### src/rtl/uart_tx_queue.sv
// Transmit byte queue ahead of a UART transmitter: buffers CPU writes in a FIFO
// and releases them one per frame time as a single-cycle write strobe.
module uart_tx_queue #(
    parameter int BaudRate     = 9600,
    parameter int ParityBit    = 0,
    parameter int DataBitsSize = 8,
    parameter int StopBitsSize = 1,
    parameter int BufferSize   = 16,
    parameter int ClockFreqHz  = 10000000,
    parameter int GuardCycles  = 2
) (
    input  logic                          clk,
    input  logic                          rst_n,
    input  logic                          push,
    input  logic [DataBitsSize-1:0]       push_data,
    output logic                          full,
    output logic [$clog2(BufferSize):0]   count,
    output logic                          overflow,
    input  logic                          overflow_clr,
    output logic                          idle,
    output logic                          tx_write,
    output logic [DataBitsSize-1:0]       tx_write_data
);

    localparam int CYCLES_PER_BIT = ClockFreqHz / BaudRate;
    localparam int FRAME_CYCLES   = CYCLES_PER_BIT * (1 + DataBitsSize + ParityBit + StopBitsSize);
    localparam int SPACING        = FRAME_CYCLES + GuardCycles;
    localparam int PTR_W          = $clog2(BufferSize);
    localparam int CNT_W          = PTR_W + 1;
    localparam int TMR_W          = $clog2(SPACING);

    generate
        if (SPACING < 2) begin : g_bad_spacing
            $error("uart_tx_queue: frame spacing must be at least 2 cycles");
        end
        if ((BufferSize < 2) || ((BufferSize & (BufferSize - 1)) != 0)) begin : g_bad_depth
            $error("uart_tx_queue: BufferSize must be a power of 2 and >= 2");
        end
    endgenerate

    typedef enum logic [0:0] {
        ST_IDLE = 1'b0,
        ST_WAIT = 1'b1
    } state_t;

    state_t                   state_r;
    state_t                   state_next_s;
    logic [PTR_W-1:0]         rd_ptr_r;
    logic [PTR_W-1:0]         wr_ptr_r;
    logic [CNT_W-1:0]         count_r;
    logic [TMR_W-1:0]         timer_r;
    logic [TMR_W-1:0]         timer_next_s;
    logic                     tx_write_r;
    logic                     tx_write_next_s;
    logic [DataBitsSize-1:0]  tx_data_r;
    logic [DataBitsSize-1:0]  tx_data_next_s;
    logic                     overflow_r;
    logic [DataBitsSize-1:0]  mem_r [BufferSize];
    logic                     full_s;
    logic                     push_ok_s;
    logic                     pop_s;

    // Full is judged on the registered count, so a pop in the same cycle never frees a slot early.
    assign full_s    = (count_r == CNT_W'(BufferSize));
    assign push_ok_s = push && !full_s;

    assign full          = full_s;
    assign count         = count_r;
    assign overflow      = overflow_r;
    assign idle          = (state_r == ST_IDLE) && (count_r == {CNT_W{1'b0}});
    assign tx_write      = tx_write_r;
    assign tx_write_data = tx_data_r;

    // Next-state and strobe decode: issue a byte from IDLE, then time out one frame in WAIT.
    always_comb begin
        state_next_s    = state_r;
        timer_next_s    = timer_r;
        tx_write_next_s = 1'b0;
        tx_data_next_s  = tx_data_r;
        pop_s           = 1'b0;
        case (state_r)
            ST_IDLE: begin
                if (count_r != {CNT_W{1'b0}}) begin
                    tx_write_next_s = 1'b1;
                    tx_data_next_s  = mem_r[rd_ptr_r];
                    pop_s           = 1'b1;
                    timer_next_s    = TMR_W'(SPACING - 2);
                    state_next_s    = ST_WAIT;
                end else begin
                    state_next_s    = ST_IDLE;
                end
            end
            ST_WAIT: begin
                if (timer_r != {TMR_W{1'b0}}) begin
                    timer_next_s = timer_r - TMR_W'(1);
                end else begin
                    state_next_s = ST_IDLE;
                end
            end
            default: begin
                state_next_s = ST_IDLE;
            end
        endcase
    end

    // FSM, pacing timer and transmitter-facing output registers.
    always_ff @(posedge clk or negedge rst_n) begin
        if (!rst_n) begin
            state_r    <= ST_IDLE;
            timer_r    <= {TMR_W{1'b0}};
            tx_write_r <= 1'b0;
            tx_data_r  <= {DataBitsSize{1'b0}};
        end else begin
            state_r    <= state_next_s;
            timer_r    <= timer_next_s;
            tx_write_r <= tx_write_next_s;
            tx_data_r  <= tx_data_next_s;
        end
    end

    // FIFO pointers and occupancy; a simultaneous push and pop leave the count unchanged.
    always_ff @(posedge clk or negedge rst_n) begin
        if (!rst_n) begin
            rd_ptr_r <= {PTR_W{1'b0}};
            wr_ptr_r <= {PTR_W{1'b0}};
            count_r  <= {CNT_W{1'b0}};
        end else begin
            if (push_ok_s) begin
                wr_ptr_r <= wr_ptr_r + PTR_W'(1);
            end
            if (pop_s) begin
                rd_ptr_r <= rd_ptr_r + PTR_W'(1);
            end
            case ({push_ok_s, pop_s})
                2'b10:   count_r <= count_r + CNT_W'(1);
                2'b01:   count_r <= count_r - CNT_W'(1);
                default: count_r <= count_r;
            endcase
        end
    end

    // Sticky drop flag; a drop in the same cycle as a clear keeps it set.
    always_ff @(posedge clk or negedge rst_n) begin
        if (!rst_n) begin
            overflow_r <= 1'b0;
        end else if (push && full_s) begin
            overflow_r <= 1'b1;
        end else if (overflow_clr) begin
            overflow_r <= 1'b0;
        end else begin
            overflow_r <= overflow_r;
        end
    end

    // Byte storage; contents need no reset because the pointers define what is valid.
    always_ff @(posedge clk) begin
        if (push_ok_s) begin
            mem_r[wr_ptr_r] <= push_data;
        end
    end

endmodule

### config.mk
export PLATFORM = sky130hd
export DESIGN_NAME = uart_tx_queue
export DESIGN_NICKNAME = d
export VERILOG_FILES = /design/src/rtl/uart_tx_queue.sv
export SDC_FILE = /design/constraint.sdc
export NUM_CORES = 1
export LEC_CHECK = 0
export BUFFER_PORTS_ARGS = -buffer_cell sky130_fd_sc_hd__buf_2
export CAP_MARGIN = 10
export CORE_MARGIN = 2
export CORE_UTILIZATION = 38
export DETAILED_ROUTE_END_ITERATION = 8
export PLACE_DENSITY = 0.54
export RECOVER_POWER = 25
export SYNTH_ARGS = -nofsm -noshare
export SYNTH_HDL_FRONTEND = slang
export SYNTH_SLANG_ARGS = --single-unit
### constraint.sdc
create_clock -name clk -period 5.6 [get_ports clk]
set_clock_uncertainty 0.05 [all_clocks]
set_input_delay 0.28 -clock clk [delete_from_list [all_inputs] [get_ports clk]]
set_output_delay 0.28 -clock clk [all_outputs]
set_load 0.02 [all_outputs]
Yosys cells after proc, flatten, opt, wreduce, memory -nomap -nowiden --
Memory sizes are Yosys's and may differ from the RTL's. A register that Yosys moved wholly into a read port is not among the register bits. Index checks and enable logic that the tools add are counted.
Cells by class: bitwise gates (word level) 1, mux-type cells 12, reductions and logical operators 12, equal/unequal tests 5, add/sub/neg operators 5
Operators by type and width (count):
- 14-bit 2-to-1 mux | 2
- 14-bit case mux with 2 select lines | 1
- 14-bit nonzero test | 1
- 14-bit by 1-bit subtractor with 14-bit output (second input constant) | 1
- 5-bit case mux with 2 select lines | 1
- 4-bit by 1-bit adder with 4-bit output (second input constant) | 2
- 1-bit 2-to-1 mux | 7
- 5-bit by 1-bit adder with 5-bit output (second input constant) | 1
- 5-bit equality test (second input constant) | 1
- 5-bit logical NOT | 1
- 5-bit nonzero test | 1
- 5-bit by 1-bit subtractor with 5-bit output (second input constant) | 1
- 2-bit by 1-bit != test with 1-bit output (second input constant) | 2
- 2-bit AND reduction | 2
- 2-bit nonzero test | 2
- 1-bit logical AND | 3
- 2-bit by 1-bit equality test with 1-bit output (second input constant) | 1
- 2-bit equality test (second input constant) | 1
- 1-bit logical NOT | 2
- 1-bit case mux with 2 select lines | 1
- 1-bit NOT | 1
Word-level totals: flip-flop bits (word level) 30, output and inout port bits 17, memories kept 1, bits in writable memories 128, input bits 12, logic and storage cells 43
Memories:
- mem_r | words 16, width 8, read ports 1, clocked after Yosys merged registers in 1, write ports 1, RTL line 58 | logic [DataBitsSize-1:0] mem_r [BufferSize];

Longest topological paths before layout --
depth after elaboration 5, depth in mapped cells 14, mapped depth without buffers 10

Worst setup path before layout --
Ideal clock, no wire load.
path type register to register, start register count_r[1], in the netlist count[1], end register count_r[4], in the netlist count[4], buffers on the path 4, clock period less this slack 2875 ps, required time 5418 ps, library setup time 132 ps, path slack 2725 ps, cell stages (with the launch flop) 15, data arrival time 2694 ps, path through dfrtp_1 > buf_2 > nor4_1 > a21o_1 > buf_4 > inv_1 > buf_2 > ha_1 > buf_2 > xor2_1 > ha_1 > o31ai_1 > and3_1 > a31oi_1 > xnor2_1
On the way: word-level cells in the longest chain between the ends 5, elaborated cells between the ends (all ways) 12, classes of those cells add/sub: 2; eq/ne: 3; mux: 3; reduce/logical: 4
Ends and longest elaborated chain:
- start: declaration | RTL line 50 | logic [CNT_W-1:0] count_r;
- start signal: assignment | RTL line 126 | count_r <= {CNT_W{1'b0}};
- start signal: assignment | RTL line 135 | 2'b10: count_r <= count_r + CNT_W'(1);
- start signal: assignment | RTL line 136 | 2'b01: count_r <= count_r - CNT_W'(1);
- 5-bit nonzero test (*) | RTL line 83 | if (count_r != {CNT_W{1'b0}}) begin
- 1-bit 2-to-1 mux (*) | RTL line 83
- 1-bit 2-to-1 mux (*) | RTL line 81 | case (state_r)
- via pop_s | RTL line 61 | logic pop_s;
- 2-bit by 1-bit equality test with 1-bit output or 2-bit equality test (tied branches) | RTL line 134 | case ({push_ok_s, pop_s})
- 5-bit case mux with 2 select lines or 2-bit nonzero test (tied branches)
The timed path passes the listed nets; every way through them passes the cells marked *. A chain may end at the register's enable or synchronous reset.

Final worst setup path --
start register count_r[1], in the netlist count[1], end register count_r[4], in the netlist count[4]
On the way: word-level cells in the longest chain between the ends 5, elaborated cells between the ends (all ways) 12, classes of those cells add/sub: 2; eq/ne: 3; mux: 3; reduce/logical: 4
Ends and longest elaborated chain (RTL line):
- 5-bit nonzero test or 5-bit equality test (tied branches) | 83, 64
- 1-bit 2-to-1 mux or 1-bit logical NOT (tied branches) | 83, 65
- 1-bit 2-to-1 mux or 1-bit logical AND (tied branches) | 81, 65
- 2-bit by 1-bit equality test with 1-bit output or 2-bit equality test (tied branches) | 134
- 5-bit case mux with 2 select lines or 2-bit nonzero test (tied branches)
Several ways; a longest one is shown, not always the timed one.

==> flow_summary.yaml <==
yosys:
  synth-seq-area-share_pct: 69.8
  synth_cell_type_count: 48
  syn_inst: 408
  synth_flop_cell: "edfxtp_1"
  synth-edff-count: 128
  syn_area_per_cell_um2: 16.8
  synth_top_cell_area_share_pct: 55.9
  syn-num-nets: 430
  synth-seq-cells: 166
  yosysWarningCount: 0
  syn_area_mm2: 0.00687
  yosysTopAreaCell: "edfxtp_1"
  async_flop_share_pct: 22.9
  synth_area_leaders: "edfxtp_1, dfrtp_1, mux4_2, mux2i_1, ha_1"
timing:
  timing.final.crit_share_pct: 65.8
  fin_ws_ps: 1920
  fmax_mhz: 271
  setup_violations: 0
  max_slew_margin_pct: 32.1
  rsz0062_at_grt: "false"
  timing.hold.ws_ps: 62.2
  final_max_slew_viol_count: 0
  hold_violations: 0
  tightest_slew_ps: 1010
  setup_tns_ps: 0
  fin_crit_ps: 3680
floorplanning:
  io_pins: 29
  die-area_mm2: 0.0192
  coreArea_mm2: 0.0178
  num_rows: 49
  die_y_um: 138
  die_w_um: 138
  start_util_pct: 38.5
route:
  initialDrtViolationCount: 186
  drt.antenna.violating_nets: 0
  drt-wirelength-per-cell_um: 19.5
  routed_wl_mm: 13.3
  dr.pass1.iters: 4
  vias: 3580
  drc: 0
  viasPerCell: 5.26
setup_path:
  cp.required_ps: 5840
  cp-start-kind: "flop"
  worst_setup_path_end_kind: "flop"
  worstSetupPathType: "flop to flop"
  arrival_ps: 3930
  critPathMaxFanout: 19
place:
  placed_cells: 649
  place_ws_ps: 1890
  dp_hpwl_mm: 8.44
  place_congestion: 0.804
  portBuffers: 28
global_route:
  grt_pass1_vias: 3750
  grt_max_degree: 39
  grt_pass1_wl_mm: 21.5
  grt.total_usage_pct: 14.9
  grt-ovfl-total: 0
  antenna_found_initial: 0
power:
  powerDensity_mw_per_mm2: 487
  leakagePower_nw: 2.72
  ir_drop_mv: 0.273
  power_mw: 3.79
clock_network:
  clk_pin_slew_worst_paths_ps: 60
  cts.path.max_buffers: 2
  cts_tree: "done"
  cts.sinks: 166
  post_cts_buffers: 0
  numCtsBuffers: 17
  h-tree-depth: 4
  cts-root-buf: "clkbuf_16"
  cts_resized: 0
  clk_latency_ps: 420
finish:
  seqCellArea_mm2: 0.00480
  final_cell_mix: "edfxtp_1, dfrtp_1, mux4_2"
  final_cells: 681
  layout-drive-gt1-share_pct: 21.0
  nNetsFinal: 462
  syn_to_final_growth_pct: 13.4
  multi_input_area_mm2: 0.00197
  final_common_cell: "edfxtp_1"
  nFillCells: 1584
  diodes: 0
min_path:
  hold_class: "primary input to flop"
job:
  drv_cap: 0
run_status:
  status: "finished clean"
-- area by class of cell --
class                   instances  share of cell area [%]
flip-flops and latches        166                    61.6
clock buffers                  17                    5.46
well taps                     229                    3.68
inverters                       8                   0.385
clock inverters                14                    1.59
multi-input cells             216                    25.3
repair buffers                 31                    2.02
-- state kept, by name (all words and copies together), names as in the netlist --
signal         count
state_r            1
tx_write           1
rd_ptr_r           4
overflow           1
timer_r           14
tx_write_data      8
wr_ptr_r           4
count              5
mem_r            128
-- Yosys cell counts (3+ instances only) --
cell / instances
a21o_1: 3
a21oi_1: 3
buf_1: 4
buf_2: 6
buf_4: 5
clkbuf_1: 3
dfrtp_1: 38
edfxtp_1: 128
ha_1: 10
inv_1: 8
mux2i_1: 26
mux4_2: 29
nand2_1: 27
nand2b_1: 6
nand3_1: 6
nand4_1: 3
nor2_1: 26
nor2b_1: 4
nor3_1: 8
nor4_1: 3
o21ai_0: 7
o221ai_1: 7
o31ai_1: 5
or4_1: 5
xnor2_1: 7
xor2_1: 5
-- cell families after synthesis --
| kind of cell | count (synthesis) | synth area share [%] |
|---|---|---|
| and+or+nand+nor | 101 | 7.78 |
| muxes | 56 | 13.5 |
| adders and majority gates | 10 | 1.82 |
| AOI/OAI and AO/OA | 37 | 3.82 |
| buffers and inverters | 26 | 1.80 |
| DFF | 166 | 69.8 |
| xor gates and xnor gates | 12 | 1.53 |
-- metrics by stage --
stage | util [%] | area, um^2
6_report | 43.7 | 7790
5_1_grt | 43.7 | 7790
4_1_cts | 43.7 | 7800
3_5_place_dp | 40.6 | 7240
3_3_place_gp | 40.6 | 7240
2_1_floorplan | - | 6870
-- report_power, final --
group          switching, mW  internal, mW
clock                  0.497         0.577
sequential             0.223          1.53
combinational          0.521         0.440
total                   1.24          2.55
-- layer usage --
layer | routed length [um] | vias up | track usage, % | share of wire, %
met2 | 6710 | 78 | 24.5 | 50
li1 | - | 1655 | - | -
met5 | 0 | - | 0 | 0
met3 | 545 | 11 | 3.88 | 4.1
met1 | 5880 | 1836 | 19.6 | 44
met4 | 177 | 0 | 4.51 | 1.3
-- worst max-delay path, stage by stage, from the launching register on --
cell	delay [ps]
dfrtp_1	480
nor4_1	420
a21o_1	650
inv_1	480
ha_1	450
xor2_1	190
ha_1	240
o31ai_1	240
and3_1	180
a31oi_1	50
xnor2_1	130
-- what timing repair did --
action                                  CTS  global route
hold endpoints to repair                 38             0
hold buffers                              1             0
endpoints found under the setup margin    0             0
-- final timing paths --
kind,startpoint,end,slack (ps),depth (start not counted)
max in group asynchronous,rst_n,rd_ptr_r[3]$_DFFE_PN0P_,4420,2
setup reg to reg,count[1]$_DFFE_PN0P_,count[4]$_DFFE_PN0P_,1920,10
min in group asynchronous,rst_n,count[3]$_DFFE_PN0P_,470,2
hold / removal,push,overflow$_DFFE_PN0P_,60,2
setup / recovery,count[1]$_DFFE_PN0P_,count[4]$_DFFE_PN0P_,1920,10
hold reg to reg,timer_r[0]$_DFFE_PN0P_,timer_r[0]$_DFFE_PN0P_,460,1
No activity file was read; power rests on OpenSTA's default activity.
